<file path="src/rtl/axonerve_wordcount_burst_scheduler.sv">
// Read-burst scheduler for the wordcount AXI4 read master.
// Splits a beat-count transfer into fixed-size AR bursts, throttles on an
// outstanding-burst limit, and pulses done once every burst has returned rlast.
module axonerve_wordcount_burst_scheduler #(
    parameter int unsigned C_ADDR_WIDTH      = 64,
    parameter int unsigned C_DATA_WIDTH      = 512,
    parameter int unsigned C_LENGTH_WIDTH    = 32,
    parameter int unsigned C_BURST_LEN       = 64,
    parameter int unsigned C_MAX_OUTSTANDING = 16
) (
    input  logic                                 ap_clk,
    input  logic                                 ap_rst_n,
    input  logic                                 ctrl_start,
    input  logic [C_ADDR_WIDTH-1:0]              ctrl_addr_offset,
    input  logic [C_LENGTH_WIDTH-1:0]            ctrl_xfer_beats,
    output logic                                 ctrl_busy,
    output logic                                 ctrl_done,
    output logic                                 m_axi_arvalid,
    input  logic                                 m_axi_arready,
    output logic [C_ADDR_WIDTH-1:0]              m_axi_araddr,
    output logic [7:0]                           m_axi_arlen,
    input  logic                                 m_axi_rvalid,
    input  logic                                 m_axi_rready,
    input  logic                                 m_axi_rlast,
    output logic [$clog2(C_MAX_OUTSTANDING):0]   outstanding
);

    localparam int unsigned OUT_W       = $clog2(C_MAX_OUTSTANDING) + 1;
    localparam int unsigned LOG2_BL     = $clog2(C_BURST_LEN);
    localparam int unsigned BURST_BYTES = C_BURST_LEN * C_DATA_WIDTH / 8;

    typedef enum logic [1:0] {
        S_IDLE  = 2'd0,
        S_ISSUE = 2'd1,
        S_DRAIN = 2'd2,
        S_DONE  = 2'd3
    } state_e;

    state_e                    state_q, state_d;
    logic [C_ADDR_WIDTH-1:0]   addr_q, addr_d;
    logic [C_LENGTH_WIDTH-1:0] rem_q, rem_d;
    logic [7:0]                last_len_q, last_len_d;
    logic [7:0]                arlen_q, arlen_d;
    logic                      arvalid_q, arvalid_d;
    logic                      busy_q, busy_d;
    logic                      done_q, done_d;
    logic [OUT_W-1:0]          out_q, out_d;
    logic                      zero_q, zero_d;

    logic                      ar_hs_c;
    logic                      r_dec_c;
    logic [LOG2_BL-1:0]        beat_rem_c;

    // Handshake qualifiers; an rlast at count zero is a stray beat and is dropped.
    assign ar_hs_c    = arvalid_q & m_axi_arready;
    assign r_dec_c    = m_axi_rvalid & m_axi_rready & m_axi_rlast & ~zero_q;
    assign beat_rem_c = ctrl_xfer_beats[LOG2_BL-1:0];

    // Outstanding-burst up/down counter next state with registered zero flag.
    always_comb begin
        out_d = out_q;
        if (ar_hs_c && !r_dec_c) begin
            out_d = out_q + OUT_W'(1);
        end else if (!ar_hs_c && r_dec_c) begin
            out_d = out_q - OUT_W'(1);
        end
        zero_d = (out_d == '0);
    end

    // Next-state and registered-output logic for the issue FSM.
    always_comb begin
        state_d    = state_q;
        addr_d     = addr_q;
        rem_d      = rem_q;
        last_len_d = last_len_q;
        case (state_q)
            S_IDLE: begin
                if (ctrl_start) begin
                    addr_d     = ctrl_addr_offset;
                    rem_d      = (ctrl_xfer_beats >> LOG2_BL)
                               + C_LENGTH_WIDTH'(beat_rem_c != '0);
                    last_len_d = (beat_rem_c == '0) ? 8'(C_BURST_LEN - 1)
                                                    : 8'(beat_rem_c) - 8'd1;
                    state_d    = (ctrl_xfer_beats == '0) ? S_DONE : S_ISSUE;
                end
            end
            S_ISSUE: begin
                if (ar_hs_c) begin
                    addr_d = addr_q + C_ADDR_WIDTH'(BURST_BYTES);
                    rem_d  = rem_q - C_LENGTH_WIDTH'(1);
                    if (rem_q == C_LENGTH_WIDTH'(1)) begin
                        state_d = S_DRAIN;
                    end
                end
            end
            S_DRAIN: begin
                if (zero_q) begin
                    state_d = S_DONE;
                end
            end
            S_DONE:  state_d = S_IDLE;
            default: state_d = S_IDLE;
        endcase
        arvalid_d = (state_d == S_ISSUE) && (out_d < OUT_W'(C_MAX_OUTSTANDING));
        arlen_d   = (rem_d == C_LENGTH_WIDTH'(1)) ? last_len_d : 8'(C_BURST_LEN - 1);
        busy_d    = (state_d == S_ISSUE) || (state_d == S_DRAIN);
        done_d    = (state_d == S_DONE);
    end

    // State and output registers; reset abandons any in-flight transfer.
    always_ff @(posedge ap_clk or negedge ap_rst_n) begin
        if (!ap_rst_n) begin
            state_q    <= S_IDLE;
            addr_q     <= '0;
            rem_q      <= '0;
            last_len_q <= '0;
            arlen_q    <= '0;
            arvalid_q  <= 1'b0;
            busy_q     <= 1'b0;
            done_q     <= 1'b0;
            out_q      <= '0;
            zero_q     <= 1'b1;
        end else begin
            state_q    <= state_d;
            addr_q     <= addr_d;
            rem_q      <= rem_d;
            last_len_q <= last_len_d;
            arlen_q    <= arlen_d;
            arvalid_q  <= arvalid_d;
            busy_q     <= busy_d;
            done_q     <= done_d;
            out_q      <= out_d;
            zero_q     <= zero_d;
        end
    end

    assign ctrl_busy     = busy_q;
    assign ctrl_done     = done_q;
    assign m_axi_arvalid = arvalid_q;
    assign m_axi_araddr  = addr_q;
    assign m_axi_arlen   = arlen_q;
    assign outstanding   = out_q;

endmodule

</file>
<file path="config.mk">
export PLATFORM = sky130hd
export DESIGN_NAME = axonerve_wordcount_burst_scheduler
export DESIGN_NICKNAME = d
export VERILOG_FILES = /design/src/rtl/axonerve_wordcount_burst_scheduler.sv
export SDC_FILE = /design/constraint.sdc
export NUM_CORES = 1
export LEC_CHECK = 0
export CAP_MARGIN = 20
export CORE_ASPECT_RATIO = 0.8
export CORE_MARGIN = 1.5
export CORE_UTILIZATION = 30
export DETAILED_ROUTE_END_ITERATION = 16
export SLEW_MARGIN = 5
export SYNTH_ARGS = -nofsm -noshare
export SYNTH_HDL_FRONTEND = slang
export SYNTH_SLANG_ARGS = --single-unit
</file>
<file path="constraint.sdc">
create_clock -name ap_clk -period 6.7 [get_ports ap_clk]
set_input_delay 0.67 -clock ap_clk [delete_from_list [all_inputs] [get_ports ap_clk]]
set_output_delay 0.67 -clock ap_clk [all_outputs]
set_load 0.05 [all_outputs]
</file>
==> impl_metrics.json <==
{
  "crit_type": "input port to flip-flop",
  "cts_tree": "done",
  "setup_violations": 0,
  "critical-path-slowest-cell": "or4_1",
  "cts_max_path_buffers": 2,
  "layout_worst_path_cycle_share_pct": 71.2,
  "synth_edf_count": 0,
  "gr-usage-all-layers_pct": 19.7,
  "syn-num-nets": 1028,
  "reg2reg_setup_slack_ns": 2.63,
  "cts_buffers": 17,
  "p_comb_share_pct": 46.4,
  "dieWidth_um": 180,
  "setup_tns_ns": 0,
  "cp_data_required_time_ns": 6.98,
  "drive_gt1_share_pct": 6.07,
  "synth_largest_area_cell": "dfrtp_1",
  "synth.yosys.seq_area_share_pct": 41.1,
  "die-height_um": 144,
  "clock-skew-final_ns": 0.0112,
  "antenna_found_initial": 1,
  "pin_count_of_the_biggest_net_entering_global_routing": 98,
  "power_mw": 4.30,
  "cts_root_buf": "clkbuf_16",
  "die_area_mm2": 0.0259,
  "critical_path.startpoint_type": "input port",
  "design.core.area_mm2": 0.0244,
  "yosys-top-cells-count": "122 x dfrtp_1, 118 x nand2_1, 93 x a21oi_1, 83 x nor2_1, 56 x o21ai_0",
  "irDropWorstVdd_mv": 0.248,
  "hold_slack_ns": 0.372,
  "netlist_top_cells_area": "dfrtp_1 41%, a21oi_1 6.2%, nand2_1 5.9%, nor2_1 4.2%, o21ai_0 3.7%",
  "postCtsSetupBuffers": 0,
  "unrepaired_setup_endpoints_after_global_routing": "false",
  "postRouteWirelength_um": 25700,
  "fillerInstances": 2508,
  "detailed_place_hpwl_um": 18100,
  "reg2reg_from": "state_q[0]",
  "yosysWarnings": 0,
  "timing.slew.headroom_pct": 38.7,
  "dominantRegCellSynth": "dfrtp_1",
  "cts.repair.resized": 0,
  "post-route-cell-area_mm2": 0.0102,
  "leakage_nw": 3.93,
  "path_clk_slew_ns": 0.06,
  "multi_input_comb_area_mm2": 0.00417,
  "final_nets": 1188,
  "ioPinCount": 183,
  "syn_inst": 915,
  "fin_cells": 1406,
  "crit_path_end": "m_axi_arlen[3]",
  "transition_time_of_the_tightest_slew_check_pin_ns": 0.919,
  "gpl.final_weighted_congestion": 0.870,
  "drt.antenna.violating_nets": 0,
  "postSynthRegisterBits": 123,
  "wl_per_cell_um": 18.3,
  "area_delta_synth_final_pct": 36.4,
  "synth.cell_area_mm2": 0.00749,
  "worstPathCellList": "clkdlybuf4s50_1, inv_1, ha_1, nand2_1, or3_1, ha_1, ha_1, nand4_1, nor4_1, buf_2, nand4_1, xor2_1, o211ai_1, or4_1, or4_1, or4_1",
  "slew_viols_final": 0,
  "rows": 51,
  "vias": 7830,
  "switching_share_pct": 46.5,
  "clk_latency_ns": 0.42,
  "report.final.hold_viol_count": 0,
  "crit_path_max_fanout": 8,
  "timing.hold.worst.class": "input port to async pin",
  "final_critical_path_time_including_i_o_delays_and_setup_ns": 4.77,
  "clock_power_share_pct": 22.5,
  "avgSynthCellArea_um2": 8.19,
  "hold_buf_count_cts": 0,
  "cpPeakStageDelay_ns": 0.63,
  "run_status": "completed",
  "grt_first_pass_wirelength_um": 40500,
  "clkSinkCount": 123,
  "avgViaCountPerCell": 5.57,
  "total_overflow_reported_by_the_global_router": 0,
  "worst_setup_path_startpoint": "ctrl_xfer_beats[0]",
  "placedCellCount": 1373,
  "critPathArrivalTime_ns": 5.05,
  "dr_drc_count": 0,
  "fmax_mhz": 210,
  "io_buffer_count": 182,
  "drt_pre_antenna_iters": 5,
  "power.sequential.fraction_pct": 31.1,
  "worstReg2RegEnd": "m_axi_arlen[3]",
  "yosysUniqueCellTypes": 69,
  "library_cell_with_the_highest_instance_count_after_synthesis": "dfrtp_1",
  "post-synth-top-area-fraction_pct": 40.7,
  "detailedRoute.firstIterationViolations": 914,
  "setup.worst_path.end_class": "flip-flop",
  "maxCapViolCount": 0,
  "final-seq-area_mm2": 0.00308,
  "initial_core_util_pct": 30.7,
  "number_of_global_route_vias_before_repair": 7283,
  "synth_async_reset_ratio_pct": 100,
  "power.net_switching_mw": 2.00,
  "reg2regPathDepth": 9,
  "power_report.internal_total_mw": 2.30,
  "cts_htree_levels": 4,
  "dpl-instance-area_mm2": 0.00961,
  "power_density_mw_per_mm2": 420
}
state kept, by name (all words and copies together), names as in the netlist:
register	count
ctrl_busy	1
ctrl_done	1
last_len_q	8
m_axi_araddr	64
m_axi_arlen	8
m_axi_arvalid	1
outstanding	5
rem_q	32
state_q	2
zero_q	1
critical path, delay by kind of cell:
family                     cells  cell delay [ns]
and+or+nand+nor                8             2.57
buffers and inverters          3             0.81
adders and majority gates      3             0.74
xor gates and xnor gates       1             0.15
AOI/OAI and AO/OA              1             0.11
cell type report:
type / instances / area share, %
well taps: 318 / 3.89
inverters: 14 / 0.514
multi-input cells: 724 / 40.8
repair buffers: 195 / 18.7
diodes: 1 / 0.0245
clock buffers: 18 / 4.30
clock inverters: 13 / 1.65
flip-flops and latches: 123 / 30.1
power by group through the flow:
stage	logic, mW	registers, mW	clock network, mW
2_1_floorplan	0.665	1.93	0
3_3_place_gp	1.98	1.33	0
3_5_place_dp	1.99	1.34	0
4_1_cts	2.00	1.33	0.982
5_1_grt	2.13	1.39	1.02
6_report	1.99	1.34	0.966
how the worst min path moves through the flow:
stage,startpoint,to
floorplan,ap_rst_n,ctrl_busy
global placement,m_axi_araddr[3],m_axi_araddr[3]
detailed placement,m_axi_araddr[11],m_axi_araddr[11]
CTS,ap_rst_n,m_axi_arlen[5]
global route,ap_rst_n,m_axi_arlen[5]
finish,ap_rst_n,m_axi_arlen[4]
metrics by stage:
stage	setup slack, ns	util [%]
6_report	1.93	41.8
5_1_grt	1.62	41.8
4_1_cts	1.39	41.8
3_5_place_dp	0.955	39.3
3_3_place_gp	1.09	39.3
2_1_floorplan	2.27	-
cells in the final DEF, fill, tap and decap left out, types with 19 or more instances in the layout:
| master | count |
|---|---|
| a21oi_1 | 93 |
| nor3_1 | 28 |
| dfrtp_1 | 122 |
| nor2_1 | 82 |
| or4_1 | 20 |
| nor4_1 | 27 |
| o22ai_1 | 23 |
| nand4_1 | 19 |
| clkdlybuf4s50_1 | 181 |
| xor2_1 | 19 |
| or3_1 | 22 |
| nand2_1 | 117 |
| and3_1 | 20 |
| o21ai_0 | 56 |
| nand3_1 | 47 |
routing by layer:
metal  vias to the layer above  track usage [%]  share of wire (%)
li1                       3733                -                  -
met1                      3797             28.4                 48
met2                       265             29.1                 44
met3                        35             4.78                6.3
met4                         0             6.01                1.7
met5                         -                0                  0
cell families after synthesis:
logic type | after synthesis | share of synthesized area (%)
adders and majority gates | 10 | 1.67
muxes | 5 | 0.685
xor gates and xnor gates | 29 | 3.39
buffers and inverters | 68 | 3.56
and+or+nand+nor | 426 | 29.0
DFF | 123 | 41.1
AOI/OAI and AO/OA | 254 | 20.6
Note: power is estimated with default switching activity, not from simulation.
